[src/rtl/npc_pipe.sv]
// Pipelined next-PC unit: fetch PC register, branch/jump resolution, stall-buffered redirects.
// Optional misaligned-JR exception redirect is enabled by defining NPC_ALIGN_EXC_EN.
module npc_pipe #(
    parameter logic [31:0] RESET_PC = 32'h0000_3000
`ifdef NPC_ALIGN_EXC_EN
    ,
    parameter logic [31:0] EXC_VECTOR = 32'h0000_4180
`endif
) (
    input  logic        clk,
    input  logic        reset_n,
    input  logic        stall,
    input  logic        br_valid,
    input  logic [2:0]  br_op,
    input  logic [31:0] cmp_a,
    input  logic [31:0] cmp_b,
    input  logic [25:0] imm26,
    input  logic [31:0] id_pc,
    output logic [31:0] pc,
    output logic [31:0] link_addr,
    output logic        redirect_pending,
    output logic        exc_adel
);

    typedef enum logic {
        RUN  = 1'b0,
        HOLD = 1'b1
    } state_t;

    localparam logic [2:0] OP_BEQ  = 3'b001;
    localparam logic [2:0] OP_BNE  = 3'b010;
    localparam logic [2:0] OP_BLEZ = 3'b011;
    localparam logic [2:0] OP_BGTZ = 3'b100;
    localparam logic [2:0] OP_J    = 3'b101;
    localparam logic [2:0] OP_JR   = 3'b110;
    localparam logic [2:0] OP_BLTZ = 3'b111;

    state_t      state;
    state_t      state_nxt;
    logic [31:0] pend_tgt;
    logic [31:0] pend_nxt;
    logic [31:0] pc_nxt;
    logic        taken;
    logic [31:0] target;
    logic [31:0] seq_pc;
    logic [31:0] br_tgt;
    logic [31:0] j_tgt;
    logic [31:0] jr_tgt;

    assign seq_pc    = id_pc + 32'd4;
    assign link_addr = id_pc + 32'd8;
    assign br_tgt    = seq_pc + {{14{imm26[15]}}, imm26[15:0], 2'b00};
    assign j_tgt     = {seq_pc[31:28], imm26, 2'b00};

`ifdef NPC_ALIGN_EXC_EN
    logic jr_mis;
    logic tgt_exc;
    logic pend_exc;
    logic pend_exc_nxt;
    logic exc_nxt;

    assign jr_mis  = (br_op == OP_JR) && (cmp_a[1:0] != 2'b00);
    assign jr_tgt  = jr_mis ? EXC_VECTOR : cmp_a;
    assign tgt_exc = taken && jr_mis;
`else
    assign jr_tgt   = cmp_a;
    assign exc_adel = 1'b0;
`endif

    always_comb begin
        taken = 1'b0;
        if (br_valid) begin
            case (br_op)
                OP_BEQ:  taken = (cmp_a == cmp_b);
                OP_BNE:  taken = (cmp_a != cmp_b);
                OP_BLEZ: taken = ($signed(cmp_a) <= 32'sd0);
                OP_BGTZ: taken = ($signed(cmp_a) > 32'sd0);
                OP_BLTZ: taken = ($signed(cmp_a) < 32'sd0);
                OP_J:    taken = 1'b1;
                OP_JR:   taken = 1'b1;
                default: taken = 1'b0;
            endcase
        end
    end

    always_comb begin
        target = br_tgt;
        case (br_op)
            OP_J:    target = j_tgt;
            OP_JR:   target = jr_tgt;
            default: target = br_tgt;
        endcase
    end

    // A live taken redirect always wins over the buffered one when stall drops.
    always_comb begin
        state_nxt = state;
        pc_nxt    = pc;
        pend_nxt  = pend_tgt;
        case (state)
            RUN: begin
                if (!stall) begin
                    pc_nxt = taken ? target : pc + 32'd4;
                end else if (taken) begin
                    pend_nxt  = target;
                    state_nxt = HOLD;
                end
            end
            HOLD: begin
                if (stall) begin
                    if (taken) pend_nxt = target;
                end else begin
                    pc_nxt    = taken ? target : pend_tgt;
                    state_nxt = RUN;
                end
            end
            default: state_nxt = RUN;
        endcase
    end

`ifdef NPC_ALIGN_EXC_EN
    // Track whether the buffered target is the exception vector so exc_adel fires when it lands.
    always_comb begin
        exc_nxt      = 1'b0;
        pend_exc_nxt = pend_exc;
        case (state)
            RUN: begin
                if (!stall) exc_nxt = tgt_exc;
                else if (taken) pend_exc_nxt = tgt_exc;
            end
            HOLD: begin
                if (stall) begin
                    if (taken) pend_exc_nxt = tgt_exc;
                end else begin
                    exc_nxt = taken ? tgt_exc : pend_exc;
                end
            end
            default: exc_nxt = 1'b0;
        endcase
    end

    always_ff @(posedge clk) begin
        if (!reset_n) begin
            pend_exc <= 1'b0;
            exc_adel <= 1'b0;
        end else begin
            pend_exc <= pend_exc_nxt;
            exc_adel <= exc_nxt;
        end
    end
`endif

    always_ff @(posedge clk) begin
        if (!reset_n) begin
            state    <= RUN;
            pc       <= RESET_PC;
            pend_tgt <= 32'd0;
        end else begin
            state    <= state_nxt;
            pc       <= pc_nxt;
            pend_tgt <= pend_nxt;
        end
    end

    assign redirect_pending = (state == HOLD);

endmodule

[config.mk]
export PLATFORM = sky130hd
export DESIGN_NAME = npc_pipe
export DESIGN_NICKNAME = d
export VERILOG_FILES = /design/src/rtl/npc_pipe.sv
export SDC_FILE = /design/constraint.sdc
export NUM_CORES = 1
export LEC_CHECK = 0
export CAP_MARGIN = 10
export CORE_UTILIZATION = 45
export CTS_CLUSTER_SIZE = 25
export DETAILED_ROUTE_END_ITERATION = 16
export MAX_ROUTING_LAYER = met4
export PLACE_DENSITY = 0.77
export SLEW_MARGIN = 15
export SYNTH_ARGS = -nofsm -noshare
export SYNTH_HDL_FRONTEND = slang
export SYNTH_SLANG_ARGS = --single-unit
[constraint.sdc]
create_clock -name clk -period 11.64 [get_ports clk]
set_input_delay 2.328 -clock clk [delete_from_list [all_inputs] [get_ports clk]]
set_output_delay 2.328 -clock clk [all_outputs]
set_load 0.02 [all_outputs]
* After elaboration in Yosys (flattened, before gate mapping) *
Index checks and enable logic that the tools add are counted.

operators by class
  bitwise logic cells = 1
  reduce and logical (&&, ||, !) cells = 2
  mux-type cells = 13
  add/subtract/negate cells = 4
  $lt $le $gt $ge = 3
  equality and inequality tests = 11

operators with widths
  operator               number
  $mux 32                5
  $pmux 32 s2            2
  $add 32x3->32 const B  2
  $add 32x32->32         1
  $add 32x4->32 const B  1
  $eq 32x32->1           1
  $gt 32x1->1 const B    1
  $le 32x1->1 const B    1
  $lt 32x1->1 const B    1
  $ne 32x32->1           1
  $eq 3x3->1 const B     4
  $eq 3x2->1 const B     2
  $pmux 1 s6             1
  $mux 1                 4
  $ne 2x2->1 const B     2
  $eq 3x1->1 const B     1
  $pmux 1 s2             1
  $reduce_and 2->1       1
  $reduce_or 2->1        1
  $not 1->1              1

word-level totals
  output and inout port bits = 66
  bits in registers = 65
  bits of input ports = 129
  word-level logic and storage cells = 37

* Logic depth before layout (Yosys ltp) *
Gate-level depths: netlist of the first run.

  depth in word-level cells = 7
  depth in mapped cells = 17
  gate-level depth less buffers = 16

* Worst setup path before layout of the first run *
No wires, ideal clock.

  kind = input-to-output
  from = input port id_pc[5]
  to = output port link_addr[19]
  required time = 9312 ps
  cell stages on the path = 7
  buffers on the path = 1
  slack = 5387 ps
  data arrival time = 3925 ps
  cells stage by stage = buf_2 -> and3_1 -> and3_1 -> nand2_1 -> nor3_1 -> nand3_1 -> xnor2_1

on the way
  word-level cells in the longest chain between the ends = 1

ends and longest elaborated chain
  element          line  text
  start, declared  18    input logic [31:0] id_pc,
  $add 32x4->32    51    assign link_addr = id_pc + 32'd8;
  end, declared    20    output logic [31:0] link_addr,

Every way passes these cells.

* Worst setup path in the final report of the first run *
  from = input port id_pc[4]
  to = output port link_addr[19]

The elaborated chain is that of the path after synthesis.

==> results of run 1 <==
## worst paths after layout
kind,startpoint,end,slack (ps),cells after the start
hold reg to reg,pend_tgt[29],pend_tgt[29],450,2
setup / recovery,id_pc[4],link_addr[19],4110,8
hold / removal,pend_tgt[29],pend_tgt[29],450,2
setup reg to reg,pc[2],pc[30],9010,9
## synthesized netlist by cell type (10+ instances only)
library cell / number / area, µm²
a211oi_1: 10 / 75.1
a21o_1: 11 / 82.6
a21oi_1: 73 / 365
a22oi_1: 14 / 105
and2_1: 12 / 75.1
and3_1: 19 / 119
buf_2: 13 / 65.1
clkbuf_1: 39 / 146
dfxtp_1: 65 / 1300
ha_1: 36 / 450
inv_1: 17 / 63.8
mux2i_1: 10 / 100
nand2_1: 96 / 360
nand3_1: 40 / 200
nand4_1: 31 / 194
nor2_1: 111 / 417
nor3_1: 32 / 160
nor4_1: 19 / 119
o21ai_0: 60 / 300
xnor2_1: 53 / 464
xor2_1: 72 / 631
## layout make-up
cell class / instances / area, µm² / share of cell area
clock inverter: 2 / 35.0 / 0.00365
clock buffer: 14 / 274 / 0.0285
multi-input combinational: 865 / 5650 / 0.588
tap: 216 / 270 / 0.0281
sequential: 65 / 1300 / 0.136
inverter: 19 / 71.3 / 0.00743
timing repair buffer: 202 / 2000 / 0.208
## logic make-up after synthesis
logic type	count (synthesis)
and+or+nand+nor	411
adders and majority gates	37
muxes	15
xor gates and xnor gates	125
other	1
AOI/OAI and AO/OA	276
DFF	65
buffers and inverters	84
## metrics by stage
stage	instance area, µm²	cells	total power [W]
6_report	9600	1383	0.000910
5_1_grt	9600	1383	0.000950
4_1_cts	9600	1383	0.000905
3_5_place_dp	9290	1367	0.000625
3_3_place_gp	9290	1367	0.000623
2_1_floorplan	7330	1014	0.000476
## registers in the layout, summed over array words and instances, names as in the netlist
signal	count
redirect_pending	1
pc	32
pend_tgt	32
## worst max-delay path, stage by stage
cell	delay (ps)
clkdlybuf4s50_1	590
ha_1	320
and3_1	240
nand2_1	120
nor3_1	510
nand3_1	250
xnor2_1	200
clkdlybuf4s50_1	630
## where the power goes
group | internal (W) | switching [W]
sequential | 0.000239 | 0.0000166
combinational | 0.000163 | 0.000212
clock | 0.000183 | 0.0000966
## per-layer routing
layer	track usage	up-vias	wire, µm
met4	0.147	0	1060
met1	0.423	3902	11400
li1	-	4027	-
met2	0.506	483	11900
met5	-	-	0
met3	0.0442	69	2270
==> results.cfg, run 1 <==
[outcome]
outcome = finished, final reports clean

[die]
start_util = 0.461
num_rows = 46
die_x_um = 130
die_area_um2 = 16800
pin_count = 195
die_h_um = 130
core-area_um2 = 15900

[detailed_routing]
wl_per_cell_um = 19.3
dr.pass1.iters = 7
avgViaCountPerCell = 6.13
drt-initial-drc-count = 1013
postRouteAntennaNets = 0
vias = 8481
wl_mm = 26.7
drc_errors = 0

[cts]
cts_hold_buf = 0
cts_setup_buffers = 0
tritoncts = built
ctsResizeCount = 0
clk_latency_ps = 340
numCtsBuffers = 9
htree_levels = 3
clock-sinks = 65
clock_path_buffers = 2
cts.clk_slew.worst_paths_ps = 50
cts_root_buf = clkbuf_16

[logic_synthesis]
synth-main-ff-cell = dfxtp_1
synth-seq-area-share = 0.178
synth_warnings = 0
syn-num-nets = 1180
synth-seq-cells = 65
async_flop_share = 0
syn_avg_cell_area_um2 = 7.23
syn_area_um2 = 7330
synth_edf_count = 0
yosys.area_share.simple = 0.279
synth_top_family_by_area = simple AND/OR/NAND/NOR gates
synth_compound_area_frac = 0.256
synth-adder-area-share = 0.0642
yosys-mux-area-fraction = 0.0213
synthCells = 1014
synth_xor_xnor_area_share = 0.149
synth.distinct_cells = 76

[timing]
finalCritPeriodShare = 0.647
period_minus_slack_ps = 7530
hold_slack_ps = 448
setup_viol = 0
relSlewSlack = 0.260
fin_ws_ps = 4110
hold_violations = 0
drv_slew = 0
rsz0062_at_grt = false
clock.fmax_mhz = 133
tightestPinTransition_ps = 1100
fin_worst_skew_ps = 4.66
fin_setup_tns_ps = 0

[final_layout]
diodes = 0
final_common_cell = clkdlybuf4s50_1
n_fill_cell = 1517
drive_above_1_share = 0.0514
syn_to_final_growth_pct = 31.0
fin_util = 0.604
fin_nets = 1328
layout_common_cells = 193 x clkdlybuf4s50_1, 111 x nor2_1, 96 x nand2_1

[worst_setup_path]
cp-start-kind = primary input
critPathArrivalTime_ps = 5200
critical_path.max_fanout = 6
path_class = primary input to output pin
required_ps = 9310
cp-end-kind = output pin

[pwr]
powerDensity_nw_per_um2 = 94.8
p_leak_nw = 3.55
max-vdd-ir-drop_uv = 83.2

[grt]
antenna_found_initial = 0
grt_pass1_vias = 7840
grt.overflow.total = 0
grt_max_degree = 47
grt_first_pass_wirelength_mm = 41.2
grtUsageTotal = 0.327

[place]
finalWeightedCongestion = 0.944
io_buffers = 193
pre_cts_ws_ps = 4160
dp_hpwl_mm = 20.4

[worst_hold_path]
min_path_type = flop to flop

[job]
maxCapViolations = 0
Note: power is estimated with default switching activity, not from simulation.
==> run 2: changes to the inputs <==
PLACE_DENSITY = 0.8   (was 0.77)
clock period = 6.89 ns   (was 11.64 ns; I/O delays follow)
==> results.cfg, run 2 (same netlist as run 1, synthesis figures left out) <==
[outcome]
outcome = finished, final reports clean

[die]
pin_count = 195
die_area_um2 = 16800
die_x_um = 130
core-area_um2 = 15900
start_util = 0.461
die_h_um = 130
num_rows = 46

[timing]
relSlewSlack = 0.269
fin_setup_tns_ps = 0
fin_worst_skew_ps = 4.96
hold_violations = 0
finalCritPeriodShare = 0.831
hold_slack_ps = 457
clock.fmax_mhz = 175
period_minus_slack_ps = 5730
rsz0062_at_grt = false
drv_slew = 0
setup_viol = 0
tightestPinTransition_ps = 1100

[place]
io_buffers = 193
finalWeightedCongestion = 1.01
dp_hpwl_mm = 20.8
place_inst = 1370

[final_layout]
final_common_cell = clkdlybuf4s50_1
fin_nets = 1331
layout_common_cells = 193 x clkdlybuf4s50_1, 111 x nor2_1, 96 x nand2_1
diodes = 0
multi_input_area_um2 = 5650
n_fill_cell = 1466
finalNonFillerCells = 1386
regArea_um2 = 1300
drive_above_1_share = 0.0538
fin_util = 0.606
syn_to_final_growth_pct = 31.4

[cts]
ctsResizeCount = 0
htree_levels = 3
cts.clk_slew.worst_paths_ps = 50
cts_hold_buf = 0
cts_setup_buffers = 0
clk_latency_ps = 340
tritoncts = built
numCtsBuffers = 9
clock_path_buffers = 2
cts_root_buf = clkbuf_16
clock-sinks = 65

[grt]
grt_pass1_vias = 7798
grt_max_degree = 47
grtUsageTotal = 0.333
grt.overflow.total = 0
antenna_found_initial = 0
grt_first_pass_wirelength_mm = 42.1

[worst_hold_path]
min_path_type = flop to flop

[pwr]
comb_power_share = 0.415
switching_share = 0.359
p_leak_nw = 3.56
p_int_w = 0.000991
powerDensity_nw_per_um2 = 161
switchingPower_w = 0.000554
clkPwrFrac = 0.305
power.share.sequential = 0.280
max-vdd-ir-drop_uv = 129

[worst_setup_path]
required_ps = 7090
cp-start-kind = primary input
cpMostUsedCell = nor3_1
crit_family = simple AND/OR/NAND/NOR gates
path_buf_inv = 1
path_class = primary input to flop
cpPeakStageDelay_ps = 580
critPathSlowestCell = clkdlybuf4s50_1
critPathArrivalTime_ps = 5930
cp-end-kind = flop
cp_cell_sequence = clkdlybuf4s50_1 -> ha_1 -> and3_1 -> nand2_1 -> nor3_1 -> nand2_1 -> xnor2_1 -> ha_1 -> nand4_1 -> nor3_1 -> o211ai_1 -> a211oi_1 -> nor2_2 -> xnor2_1 -> a2111oi_1 -> nor3_1
critical_path.max_fanout = 8

[detailed_routing]
dr.pass1.iters = 6
avgViaCountPerCell = 6.14
drc_errors = 0
postRouteAntennaNets = 0
vias = 8512
wl_per_cell_um = 19.4
drt-initial-drc-count = 1120
wl_mm = 26.9

[job]
maxCapViolations = 0
==> run 2: tightest hold or removal path, stage by stage (launching register included) <==
cell and delay, ps:
dfxtp_1 310, nand2_1 50, a21oi_1 50
==> run 2: power groups by stage <==
stage	clock, W	sequential, W	combinational [W]
finish	0.000472	0.000433	0.000640
global route	0.000488	0.000436	0.000687
CTS	0.000472	0.000432	0.000628
detailed placement	0	0.000440	0.000623
global placement	0	0.000439	0.000621
floorplan	0	0.000452	0.000353
==> run 2: per-layer routing <==
metal  vias to the layer above  wire (µm)  GRT usage
li1                       4042          -          -
met1                      3903      11400      0.435
met2                       498      12200      0.526
met3                        69       2350     0.0413
met4                         0        950      0.119
met5                         -          0          -
==> run 2: metrics by stage <==
step                setup slack [ps]  area [µm²]  power (W)
global route                     705        9620    0.00161
global placement                1180        9320    0.00106
CTS                             1220        9620    0.00153
finish                          1160        9620    0.00154
floorplan                       2090        7330   0.000805
detailed placement              1000        9320    0.00106
==> run 2: path summary, 6_finish.rpt <==
kind,from,to,slack [ps],depth (start not counted)
max,id_pc[4],pc[23],1160,16
min,pend_tgt[3],pend_tgt[3],460,2
max reg2reg,pc[2],pc[30],4240,9
min reg2reg,pend_tgt[3],pend_tgt[3],460,2
==> run 2: layout make-up <==
cell class	count	share of cell area
Clock buffer	14	0.0285
Multi-Input combinational cell	865	0.587
Sequential cell	65	0.135
Tap cell	216	0.0281
Inverter	19	0.00741
Clock inverter	2	0.00364
Timing Repair Buffer	205	0.210
